**config.mk**
```make
export PLATFORM = sky130hd
export DESIGN_NAME = booth_multiplier
export DESIGN_NICKNAME = d
export VERILOG_FILES = /design/src/rtl/booth_multiplier.sv
export SDC_FILE = /design/constraint.sdc
export NUM_CORES = 1
export LEC_CHECK = 0
export CAP_MARGIN = 20
export CORE_ASPECT_RATIO = 1.25
export CORE_MARGIN = 2
export CORE_UTILIZATION = 50
export CTS_CLUSTER_SIZE = 20
export DETAILED_ROUTE_END_ITERATION = 8
export GPL_ROUTABILITY_DRIVEN = 0
export PLACE_DENSITY = 0.8
export SLEW_MARGIN = 25
export SYNTH_ARGS = -nofsm -noshare
export SYNTH_HDL_FRONTEND = slang
export SYNTH_SLANG_ARGS = --single-unit
```
**constraint.sdc**
```tcl
create_clock -name clk -period 9.86 [get_ports clk]
set_clock_uncertainty 0.15 [all_clocks]
set_input_delay 1.972 -clock clk [delete_from_list [all_inputs] [get_ports clk]]
set_output_delay 1.972 -clock clk [all_outputs]
set_load 0.05 [all_outputs]
```
**src/rtl/booth_multiplier.sv**
```systemverilog
// rtl/booth_multiplier.sv - radix-4 Booth sequential signed multiplier with one-hot FSM
module booth_multiplier #(
  parameter int WIDTH = 32
) (
  input  logic                 clk,
  input  logic                 rst,
  input  logic [WIDTH-1:0]     X,
  input  logic [WIDTH-1:0]     Y,
  input  logic                 active,
  output logic [2*WIDTH-1:0]   product,
  output logic                 busy,
  output logic                 suff
);

  localparam int AW = WIDTH + 2;

  typedef enum logic [4:0] {
    IDLE  = 5'b00001,
    LOAD  = 5'b00010,
    ADD   = 5'b00100,
    SHIFT = 5'b01000,
    DONE  = 5'b10000
  } state_t;

  state_t               state_q, state_d;
  logic [AW-1:0]        a_q, a_d;
  logic [AW-1:0]        m_q, m_d;
  logic [WIDTH-1:0]     q_q, q_d;
  logic                 qm1_q, qm1_d;
  logic [3:0]           cnt_q, cnt_d;
  logic [2*WIDTH-1:0]   product_q, product_d;

  logic [AW-1:0]        booth_op;
  logic                 booth_neg;
  logic [AW-1:0]        addend;
  logic [AW-1:0]        shf_a;
  logic [WIDTH-1:0]     shf_q;
  logic                 shf_qm1;

  // Radix-4 recoding of {Q[1],Q[0],Q-1}; negation is inversion plus carry-in.
  always_comb begin
    booth_op  = '0;
    booth_neg = 1'b0;
    case ({q_q[1:0], qm1_q})
      3'b001, 3'b010: booth_op = m_q;
      3'b011:         booth_op = {m_q[AW-2:0], 1'b0};
      3'b100: begin
        booth_op  = {m_q[AW-2:0], 1'b0};
        booth_neg = 1'b1;
      end
      3'b101, 3'b110: begin
        booth_op  = m_q;
        booth_neg = 1'b1;
      end
      default: booth_op = '0;
    endcase
    addend = booth_neg ? ~booth_op : booth_op;
  end

  // Arithmetic right shift of {A,Q,Q-1} by two.
  always_comb begin
    {shf_a, shf_q, shf_qm1} = {{2{a_q[AW-1]}}, a_q, q_q[WIDTH-1:1]};
  end

  always_comb begin
    state_d   = state_q;
    a_d       = a_q;
    m_d       = m_q;
    q_d       = q_q;
    qm1_d     = qm1_q;
    cnt_d     = cnt_q;
    product_d = product_q;
    case (state_q)
      IDLE: begin
        if (active) begin
          m_d     = {{2{X[WIDTH-1]}}, X};
          q_d     = Y;
          state_d = LOAD;
        end
      end
      LOAD: begin
        a_d     = '0;
        qm1_d   = 1'b0;
        cnt_d   = '0;
        state_d = ADD;
      end
      ADD: begin
        a_d     = a_q + addend + AW'(booth_neg);
        state_d = SHIFT;
      end
      SHIFT: begin
        a_d   = shf_a;
        q_d   = shf_q;
        qm1_d = shf_qm1;
        cnt_d = cnt_q + 4'd1;
        if (cnt_q == 4'd15) begin
          // Result is registered on entry to DONE so it is valid while suff is high.
          product_d = {shf_a[WIDTH-1:0], shf_q};
          state_d   = DONE;
        end else begin
          state_d = ADD;
        end
      end
      DONE:    state_d = IDLE;
      default: state_d = IDLE;
    endcase
  end

  always_ff @(posedge clk) begin
    if (rst) begin
      state_q   <= IDLE;
      a_q       <= '0;
      m_q       <= '0;
      q_q       <= '0;
      qm1_q     <= 1'b0;
      cnt_q     <= '0;
      product_q <= '0;
    end else begin
      state_q   <= state_d;
      a_q       <= a_d;
      m_q       <= m_d;
      q_q       <= q_d;
      qm1_q     <= qm1_d;
      cnt_q     <= cnt_d;
      product_q <= product_d;
    end
  end

  assign busy    = (state_q != IDLE);
  assign suff    = (state_q == DONE);
  assign product = product_q;

endmodule

```
==> results by stage <==
Outcome:
- The run finished with clean final reports.

Drt:
- The average wire length per cell after detail routing is about 16 um.
- The detailed router finished its first iteration with between 600 and 700 violations.
- Using the TritonRoute via totals, the vias-per-cell ratio works out to 5.74.
- The count of nets left with antenna violations after detail routing is 0.
- The post-detailed-routing wire length is around 23 mm.
- The iteration count of the initial detailed-routing pass is 5.
- For this block, the via count after detailed routing is approximately 8200.
- In the routed design, unresolved DRC markers number 0.

Timing:
- For the pin with the worst max-slew slack, the measured transition is between 900 and 1000 ps.
- For this run, the top clock speed supported by timing is 225 MHz.
- The number of pins exceeding their max-slew limit in the final report is 0.
- In the final timing run, aggregate negative setup slack is 0 ps.
- The minimum period implied by the final worst setup slack is between 4000 and 5000 ps.
- The final count of hold timing violations came to 0.
- Setup repair after global routing left no endpoint under its margin.
- The relative slew slack is 0.340.
- The final setup violation count is 0.
- In the finished design, the share of the clock period the worst path needs comes to 0.450.

Floorplanning:
- The die covers approximately 19000 sq um.
- The floorplan step set the die height to 152 um.
- Measured along the x axis, the die boundary spans 122 um.
- For this configuration, the core starts out at a cell density of 0.507.
- During I/O placement, the number of pins put on the boundary was 133.
- The area of the core region is 17300 sq um.
- After floorplanning, the core was divided into between 50 and 60 placement rows.

Clock tree:
- The tree is rooted in a clkbuf_16.
- Counting every sink on the clock net gives between 150 and 200.
- The number of hold buffers added after CTS is 0.
- The H-tree level count is 4.
- In this run the post-CTS setup repair buffer count came out at 0.
- After clock tree synthesis, the clock-pin slew on the worst setup and hold paths is 60 ps.
- The number of cells upsized or downsized after cts is 0.
- Clock tree synthesis inserted a total of 17 buffers.
- The latest clock arrival within the worst-skew pair is about 440 ps.
- TritonCTS built the clock tree.
- Counting along the longest clock path gives a buffer depth of 2.

Logic synthesis:
- The average cell area after synthesis is just under 8 sq um.
- The number of warnings printed during yosys synthesis is 0.
- In this run, synthesis produced a sequential element count of between 150 and 200.
- The share of the Yosys chip area taken by registers is 0.393.
- The share of the synthesized area in compound gates (AO/OA/AOI/OAI) is 0.238.
- The multiplexer share of the synthesized area is 0.00586.
- Of the total synthesized cell area, the portion taken by AND, OR, NAND and NOR gates is 0.211.
- When the netlist entered floorplanning its net count stood at about 1200.
- The number of library cell types mapped by synthesis is 58.
- The cell count after synthesis came out at between 1000 and 1500.
- The fraction of registers with async set/reset is 0.
- The parity-gate share of the synthesized area counting xor and xnor cells is 0.0570.
- In the synthesized netlist the dominant register cell turns out to be dfxtp_1.
- By area, the combinational part of the netlist is dominated by compound AO/OA/AOI/OAI gates.
- The synthesized design contains 0 enable-type register cells.
- The synthesized netlist occupies a cell area of roughly 9000 sq um.
- Of the total synthesized cell area, the portion taken by full adders, half adders and majority gates is 0.0566.

GRT:
- The first-pass GRT wire length is ~37 mm.
- The global-route track usage on met1 is 0.305.
- The layer carrying the most global-route usage is met2.
- The fraction of met3 tracks used by global routing is 0.0612.
- In the global route stage, met2 resource usage came out at 0.404.
- Summed over all layers, the global routing overflow is 0.
- The number of antenna violations at the first check in global routing is 0.
- The number of global-route vias before repair was roughly 7700.
- The largest net degree at the start of global routing is 96.
- The overall track demand over capacity in global routing is 0.246.

Power:
- The leakage power figure is 0.00403 uW.
- The design draws ~1600 uW.
- Dividing total power by cell area gives a power density of 144 nW/um^2.
- IR analysis of the VDD net gives a maximum drop of 0.114 mV.

Critical path:
- Of all nets on the critical path, the largest fanout is 6.
- The category of the most critical setup path is flip-flop to output pin.
- For the worst flop-to-flop path, the logic depth is 15.
- The worst register-to-register path begins at q_q[0].
- The launch point of the worst path is state_q[3].
- The internal reg-to-reg setup slack is 5430 ps.
- The endpoint type of the worst setup path is an output pin.
- The most critical setup path has its endpoint at suff.
- At the worst endpoint, the required time is ~7700 ps.
- The nature of the critical path startpoint is a flip-flop.
- In this run the critical register-to-register path is captured at a_q[31].
- The data arrival time of the critical path is between 2000 and 2500 ps.

Finish:
- The post-synthesis to final-layout area growth is 22.8%.
- The share of post-route cells with drive strength above 1 is 0.0454.
- The most frequent standard cell in the layout excluding fill and tap cells is nand2_1.
- The final layout contains approximately 1300 nets.
- The number of antenna diodes in the final layout is 0.
- The top cell types in the final layout, fill and taps aside, are nand2_1, dfxtp_1, clkdlybuf4s50_1.

Worst hold path:
- The path class of the tightest hold or removal check is flip-flop to flip-flop.
- The start point of the worst min-delay path is product[48].

Job:
- The total of max-cap violations is 0.

Place:
- The detailed placement HPWL is about 16 mm.
- The number of port buffers is 132.
==> routing by layer <==
layer  wire, um  share of wire
met2      11000           0.48
met3       1530          0.068
met5          0              0
met1       9560           0.42
met4        583          0.026
==> cell type report <==
| class | count | area [sq um] |
|---|---|---|
| clock inverters | 12 | 136 |
| repair buffers | 143 | 1400 |
| multi-input cells | 853 | 5010 |
| fillers | 1567 | 6540 |
| well taps | 224 | 280 |
| clock buffers | 20 | 447 |
| flip-flops and latches | 172 | 3440 |
| inverters | 11 | 41.3 |
==> power by group <==
| group | internal (uW) | total, uW | leakage, uW | switching, uW |
|---|---|---|---|---|
| combinational | 66.2 | 158 | 0.00236 | 91.6 |
| sequential | 713 | 729 | 0.00139 | 15.7 |
| clock | 382 | 666 | 0.000278 | 284 |
| total | 1160 | 1550 | 0.00403 | 391 |
==> through the flow <==
step / hold WS (ps) / cells / area, sq um / util / setup slack [ps]
CTS: 305 / 1435 / 10800 / 0.622 / 5390
floorplan: 286 / 1116 / 8760 / - / 5580
detailed placement: 296 / 1403 / 10200 / 0.588 / 5440
finish: 303 / 1435 / 10800 / 0.622 / 5420
global route: 320 / 1435 / 10800 / 0.622 / 5150
global placement: 296 / 1403 / 10200 / 0.588 / 5460
==> worst min-delay path by stage <==
stage	endpoint	slack [ps]	depth (start not counted)
after global placement	product[34]	300	2
after detailed placement	product[43]	300	2
after global routing	product[55]	320	2
final	product[48]	300	2
after floorplan	cnt_q[3]	290	1
after CTS	product[43]	300	2
==> Yosys cell counts, types with 4 or more instances <==
library cell / n / area (sq um)
o22ai_1: 6 / 37.5
xnor2_1: 12 / 105
xor2_1: 45 / 394
dfxtp_1: 172 / 3440
or3_1: 4 / 25.0
a222oi_1: 19 / 190
ha_1: 38 / 475
a311oi_1: 32 / 280
mux2i_1: 4 / 40.0
a221oi_1: 4 / 35.0
nand4_1: 5 / 31.3
a21o_1: 24 / 180
clkbuf_1: 79 / 297
a31oi_1: 7 / 43.8
a21oi_1: 130 / 651
nand2b_1: 10 / 62.6
nor3_1: 14 / 70.1
nand3_1: 15 / 75.1
nor3b_1: 8 / 60.1
o21bai_1: 4 / 30.0
nand2_1: 269 / 1010
and3_1: 6 / 37.5
o21ai_0: 14 / 70.1
o21ai_1: 8 / 40.0
inv_1: 10 / 37.5
nor2_1: 90 / 338
a22oi_1: 43 / 323
==> sequential cells by signal, indices dropped and copies added (netlist names) <==
register / cells
product: 64
a_q: 34
m_q: 32
q_q: 32
state_q: 5
cnt_q: 4
qm1_q: 1
==> cells by family (layout without fill, tap and decap cells) <==
| group | after synthesis | after routing |
|---|---|---|
| buffers and inverters | 91 | 186 |
| flip-flops | 172 | 172 |
| XOR/XNOR | 57 | 57 |
| multiplexers | 5 | 5 |
| AO/OA/AOI/OAI | 312 | 312 |
| AND/OR/NAND/NOR | 440 | 440 |
| adder cells (fa/ha/maj) | 39 | 39 |
==> critical path, stage by stage (launching register included) <==
cell             delay [ps]
dfxtp_1                 380
or3_1                   400
nor3b_1                 260
clkdlybuf4s50_1         850
(Power assumes the default switching activity.)
